$ cat src/rtl/vga_fb_pkg.sv
// Shared definitions for the UART-to-frame-buffer write path: FSM states,
// pixel formats, default frame marker and a constant-foldable clog2.
package vga_fb_pkg;

    typedef enum logic {
        ST_IDLE = 1'b0,
        ST_RECV = 1'b1
    } fb_state_e;

    localparam logic [7:0]  DEFAULT_SYNC_BYTE = 8'h55;
    localparam int unsigned PIX_RGB332        = 1;
    localparam int unsigned PIX_RGB565        = 2;

    function automatic int unsigned clog2(input int unsigned value);
        int unsigned v;
        int unsigned n;
        n = 0;
        v = value - 1;
        while (v > 0) begin
            n++;
            v = v >> 1;
        end
        return n;
    endfunction

endpackage

$ cat src/rtl/uart_gap_timer.sv
// Inter-byte gap timer: counts while enabled, restarts on every byte, and
// flags the last permitted idle cycle unless a byte arrives in that cycle.
module uart_gap_timer
    import vga_fb_pkg::*;
#(
    parameter int unsigned TIMEOUT = 200_000
) (
    input  logic sclk,
    input  logic rst_n,
    input  logic enable,
    input  logic clear,
    output logic expire
);

    localparam int unsigned CW = clog2(TIMEOUT);

    logic [CW-1:0] cnt_q;
    logic [CW-1:0] cnt_d;

    always_comb begin
        expire = enable && !clear && (cnt_q == CW'(TIMEOUT - 1));
        cnt_d  = (!enable || clear || expire) ? '0 : cnt_q + 1'b1;
    end

    always_ff @(posedge sclk or negedge rst_n) begin
        if (!rst_n) begin
            cnt_q <= '0;
        end else begin
            cnt_q <= cnt_d;
        end
    end

endmodule

$ cat src/rtl/uart_fb_writer.sv
// Assembles SYNC-framed UART pixel streams into raster-ordered writes to the
// back half of a double-buffered frame RAM; the display buffer flips per frame.
module uart_fb_writer
    import vga_fb_pkg::*;
#(
    parameter  int unsigned IMG_W     = 100,
    parameter  int unsigned IMG_H     = 100,
    parameter  int unsigned PIX_BYTES = 1,
    parameter  logic [7:0]  SYNC_BYTE = DEFAULT_SYNC_BYTE,
    parameter  int unsigned TIMEOUT   = 200_000,
    localparam int unsigned NPIX      = IMG_W * IMG_H,
    localparam int unsigned AW        = clog2(NPIX)
) (
    input  logic                   sclk,
    input  logic                   rst_n,
    input  logic                   pi_flag,
    input  logic [7:0]             pi_data,
    output logic                   wr_en,
    output logic [AW:0]            wr_addr,
    output logic [8*PIX_BYTES-1:0] wr_data,
    output logic                   disp_buf,
    output logic                   frame_done,
    output logic                   busy,
    output logic                   err_timeout
);

    fb_state_e              state_q;
    logic [AW-1:0]          pix_cnt_q;
    logic                   byte_cnt_q;
    logic                   wr_en_q;
    logic [AW:0]            wr_addr_q;
    logic [8*PIX_BYTES-1:0] wr_data_q;
    logic                   disp_buf_q;
    logic                   frame_done_q;
    logic                   err_timeout_q;
    logic [8*PIX_BYTES-1:0] pixel;
    logic                   last_byte;
    logic                   expire;

    uart_gap_timer #(
        .TIMEOUT (TIMEOUT)
    ) u_gap_timer (
        .sclk   (sclk),
        .rst_n  (rst_n),
        .enable (state_q == ST_RECV),
        .clear  (pi_flag),
        .expire (expire)
    );

    // Byte assembly: RGB565 latches the MSB and completes on the second byte.
    if (PIX_BYTES == PIX_RGB565) begin : g_rgb565
        logic [7:0] msb_q;

        always_ff @(posedge sclk or negedge rst_n) begin
            if (!rst_n) begin
                msb_q <= '0;
            end else if (state_q == ST_RECV && pi_flag && !byte_cnt_q) begin
                msb_q <= pi_data;
            end
        end

        assign pixel     = {msb_q, pi_data};
        assign last_byte = byte_cnt_q;
    end else if (PIX_BYTES == PIX_RGB332) begin : g_rgb332
        assign pixel     = pi_data;
        assign last_byte = 1'b1 | byte_cnt_q;
    end else begin : g_illegal_pix_bytes
        $error("uart_fb_writer: PIX_BYTES must be 1 or 2");
    end

    always_ff @(posedge sclk or negedge rst_n) begin
        if (!rst_n) begin
            state_q       <= ST_IDLE;
            pix_cnt_q     <= '0;
            byte_cnt_q    <= 1'b0;
            wr_en_q       <= 1'b0;
            wr_addr_q     <= '0;
            wr_data_q     <= '0;
            disp_buf_q    <= 1'b0;
            frame_done_q  <= 1'b0;
            err_timeout_q <= 1'b0;
        end else begin
            wr_en_q       <= 1'b0;
            frame_done_q  <= 1'b0;
            err_timeout_q <= 1'b0;
            unique case (state_q)
                ST_IDLE: begin
                    if (pi_flag && pi_data == SYNC_BYTE) begin
                        state_q    <= ST_RECV;
                        pix_cnt_q  <= '0;
                        byte_cnt_q <= 1'b0;
                    end
                end
                ST_RECV: begin
                    // A byte in the expiry cycle takes priority over the timeout.
                    if (pi_flag) begin
                        if (!last_byte) begin
                            byte_cnt_q <= 1'b1;
                        end else begin
                            byte_cnt_q <= 1'b0;
                            wr_en_q    <= 1'b1;
                            wr_addr_q  <= {~disp_buf_q, pix_cnt_q};
                            wr_data_q  <= pixel;
                            if (pix_cnt_q == AW'(NPIX - 1)) begin
                                frame_done_q <= 1'b1;
                                disp_buf_q   <= ~disp_buf_q;
                                pix_cnt_q    <= '0;
                                state_q      <= ST_IDLE;
                            end else begin
                                pix_cnt_q <= pix_cnt_q + 1'b1;
                            end
                        end
                    end else if (expire) begin
                        err_timeout_q <= 1'b1;
                        byte_cnt_q    <= 1'b0;
                        state_q       <= ST_IDLE;
                    end
                end
                default: state_q <= ST_IDLE;
            endcase
        end
    end

    assign wr_en       = wr_en_q;
    assign wr_addr     = wr_addr_q;
    assign wr_data     = wr_data_q;
    assign disp_buf    = disp_buf_q;
    assign frame_done  = frame_done_q;
    assign busy        = (state_q == ST_RECV);
    assign err_timeout = err_timeout_q;

endmodule

$ cat config.mk
export PLATFORM = sky130hd
export DESIGN_NAME = uart_fb_writer
export DESIGN_NICKNAME = d
export VERILOG_FILES = /design/src/rtl/vga_fb_pkg.sv /design/src/rtl/uart_gap_timer.sv /design/src/rtl/uart_fb_writer.sv
export SDC_FILE = /design/constraint.sdc
export NUM_CORES = 1
export LEC_CHECK = 0
export CAP_MARGIN = 20
export CORE_MARGIN = 3
export CORE_UTILIZATION = 40
export CTS_CLUSTER_DIAMETER = 100
export DETAILED_ROUTE_END_ITERATION = 10
export GPL_ROUTABILITY_DRIVEN = 0
export HOLD_SLACK_MARGIN = 0.06
export PLACE_DENSITY = 0.66
export SYNTH_ARGS = -nofsm -noshare
export SYNTH_HDL_FRONTEND = slang
export SYNTH_SLANG_ARGS = --single-unit
$ cat constraint.sdc
create_clock -name sclk -period 2.14 [get_ports sclk]
set_clock_uncertainty 0.2 [all_clocks]
set_input_delay 0.428 -clock sclk [delete_from_list [all_inputs] [get_ports sclk]]
set_output_delay 0.428 -clock sclk [all_outputs]
set_load 0.01 [all_outputs]
==> metrics, run 1 <==
status=finished clean; prevailing post-synth register cell=dfrtp_1; Ys Warns=0; Critical Path RT=1510 ps; fmax=499 MHz; max-cap viol count=0; n_diodes=0; Max FO, Critical Path=6; drt total wl=5890 um; Vias=2106; Post-Place Cells=375; Worst Hold Class=register to register; combinational family with the most area after synthesis=simple AND/OR/NAND/NOR gates; synthesized instance count=250; Worst Hold Depth=2; register bit count reported by yosys=60; vias in the first global route=2186; Fill cells=576; DRC=0; Post-Layout Cell Count=390; Num CTS Buffers=9; syn_nets=263; Port Buffer Count=38; Tcrit/Tclk final=0.937; crit path buf inv count=1; clk sinks=60; CTS tree=yes; Stages on worst setup path=1; Final setup viols=0; Worst slew margin=0.684; post-synthesis async set-or-reset flop share=1.00; cell accounting for the most synthesized area=dfrtp_1; clock buffer depth=2; multiplexer share of the synthesized area=0.0816; Worst path slowest cell=clkdlybuf4s50_1; top cells by count, synth=60 x dfrtp_1, 21 x nor2_1, 20 x mux2_2; Slew Viols, Final=0; Via density=5.40; initial antenna violation count=0; CP peak stage delay=580 ps; WP data arrival=1380 ps; Synth Area per Inst=11.0 um^2; layout cells sized above 1=0.198; Core Rows=29; area of the multi-input gates=0.00120 mm^2; clock latency on the worst-skew pair=340 ps; Avg WL per Cell=15.1 um; Synth Area in XOR/XNOR=0.0444; full die area=0.00793 mm^2; Fin Hold WS=276 ps; Worst Reg2Reg Path Length in Cells=6; Setup Buffers After CTS=0; Critical Path, Cell by Cell=clkdlybuf4s50_1; VDD IR-drop max=0.485 mV; RSZ-0062 raised after global routing=false; die width=89.1 um; Fin. Hold Viols=0; Leak Pwr=0.00159 uW; GRT overflow=0; slew at the pin closest to its max-slew limit=471 ps; pwr dens=845 mW/mm^2; Nets=323; Post-synth EDFFs=0; global-route usage over all layers=0.171; register area share after synthesis=0.544; top-count cell post-synth=dfrtp_1; TritonRoute pass-1 iters=4; Die Ht=89.1 um; num ports=39; H-tree lvl count=3; register area=0.00150 mm^2; crit end category=primary output; Synth area leaders=dfrtp_1 54%, mux2_2 8.2%, nor2_1 2.9%; Synth top area share=0.544; CP delay by family, top=buffers and inverters; core area=0.00653 mm^2; post-route antenna net violation count=0; initial core utilization=0.423; adder-cell share of the synthesized area=0.00907; clock tree root buffer cell=clkbuf_8; Clock Pin Slew Worst Setup and Hold Paths=60 ps; Crit Path Category=register to primary output; hpwl dp=4170 um; Util after Layout=0.548; R2R Setup Slk=150 ps; count of different cell masters after synthesis=43; largest net degree at the start of global routing=61; area grow syn2layout=29.7%; drt initial violations=102; Tmin final=2010 ps; Post-Syn Area=0.00276 mm^2; Worst setup SP type=register; first-pass GRT wire length=10300 um; overall power=3020 uW; Synth Area in Simple Gates=0.191; compound-cell area share of the yosys netlist=0.104
[metrics by stage]
stage          TNS, ps  worst slack [ps]  instance area (um^2)
4_1_cts              0              73.8                  3570
6_report             0               135                  3580
5_1_grt              0              70.1                  3580
3_5_place_dp      -112             -42.0                  3350
3_3_place_gp         0              36.6                  3350
2_1_floorplan        0               183                  2760
[final timing paths]
path	from	endpoint
min in group asynchronous	rst_n	pix_cnt_q[10]
max in group asynchronous	rst_n	wr_data[0]
worst min register to register	wr_addr[14]	wr_addr[14]
worst max register to register	pix_cnt_q[1]	pix_cnt_q[7]
worst max-delay path	busy	busy
worst min-delay path	wr_addr[14]	wr_addr[14]
[layer usage]
metal / up-vias / track usage / wire [um]
li1: 1031 / - / -
met1: 1018 / 0.201 / 2610
met2: 47 / 0.291 / 2950
met3: 10 / 0.0535 / 241
met4: 0 / 0.0650 / 87
met5: - / 0 / 0
[worst register-to-register path, stage by stage, from the launching register on]
cell     delay, ps
dfrtp_1        400
ha_1           200
and3_2         290
a41oi_1        150
buf_4          220
and3_1         180
a211o_1        230
[cell usage in the layout, fill, tap and decap left out, drive strengths merged, types with 2 or more instances in the layout]
cell type,n
a41oi,5
o21ai,13
a211o,4
a21oi,5
a31oi,6
clkdlybuf4s50,37
dfrtp,60
and3,10
xor2,6
ha,2
nand4bb,2
buf,20
a21o,2
or3,3
and4,3
xnor2,8
nand3,9
inv,9
nor2,21
clkbuf,13
nor3,8
nand4,10
mux2,20
o31ai,2
nor4,4
nand2,16
a22o,2
[kinds of logic (layout without fill, tap and decap cells)]
kind of cell    Yosys count  in the layout
simple gates             93             93
mux                      20             20
xor+xnor                 14             14
buf+inv                  18             81
compound gates           43             43
flops                    60             60
fa+ha+maj                 2              2
[flip-flops by register name, indices dropped and copies added, names as in the netlist]
signal,count
wr_data,8
err_timeout,1
wr_en,1
busy,1
u_gap_timer.cnt_q,18
wr_addr,15
pix_cnt_q,14
frame_done,1
disp_buf,1
[power by group]
| part | internal [uW] | leakage (uW) | switching, uW |
|---|---|---|---|
| sequential | 1270 | 0.000821 | 86.4 |
| combinational | 349 | 0.000661 | 251 |
| clock | 652 | 0.000108 | 411 |
| total | 2280 | 0.00159 | 748 |
[final cells by class]
class | count | share of cell area
clock inverters | 1 | 0.00839
well taps | 77 | 0.0269
multi-input cells | 172 | 0.335
flip-flops and latches | 60 | 0.419
inverters | 9 | 0.00944
repair buffers | 58 | 0.151
clock buffers | 13 | 0.0500
[repair_timing]
item	4_1_cts	5_1_grt
hold endpoints to repair	60	0
resized for setup	0	2
hold buffers	1	0
setup endpoints to repair	0	5
Power figures use the tool's default switching activity.
==> run 2: changes to the inputs <==
--- a/config.mk
+++ b/config.mk
@@ -11,7 +11,6 @@
 export CTS_CLUSTER_DIAMETER = 100
 export DETAILED_ROUTE_END_ITERATION = 10
 export GPL_ROUTABILITY_DRIVEN = 0
-export HOLD_SLACK_MARGIN = 0.06
 export PLACE_DENSITY = 0.66
 export SYNTH_ARGS = -nofsm -noshare
 export SYNTH_HDL_FRONTEND = slang
==> results of run 2 <==
Same layout as run 1: the final DEF is identical, and so are final timing and power.
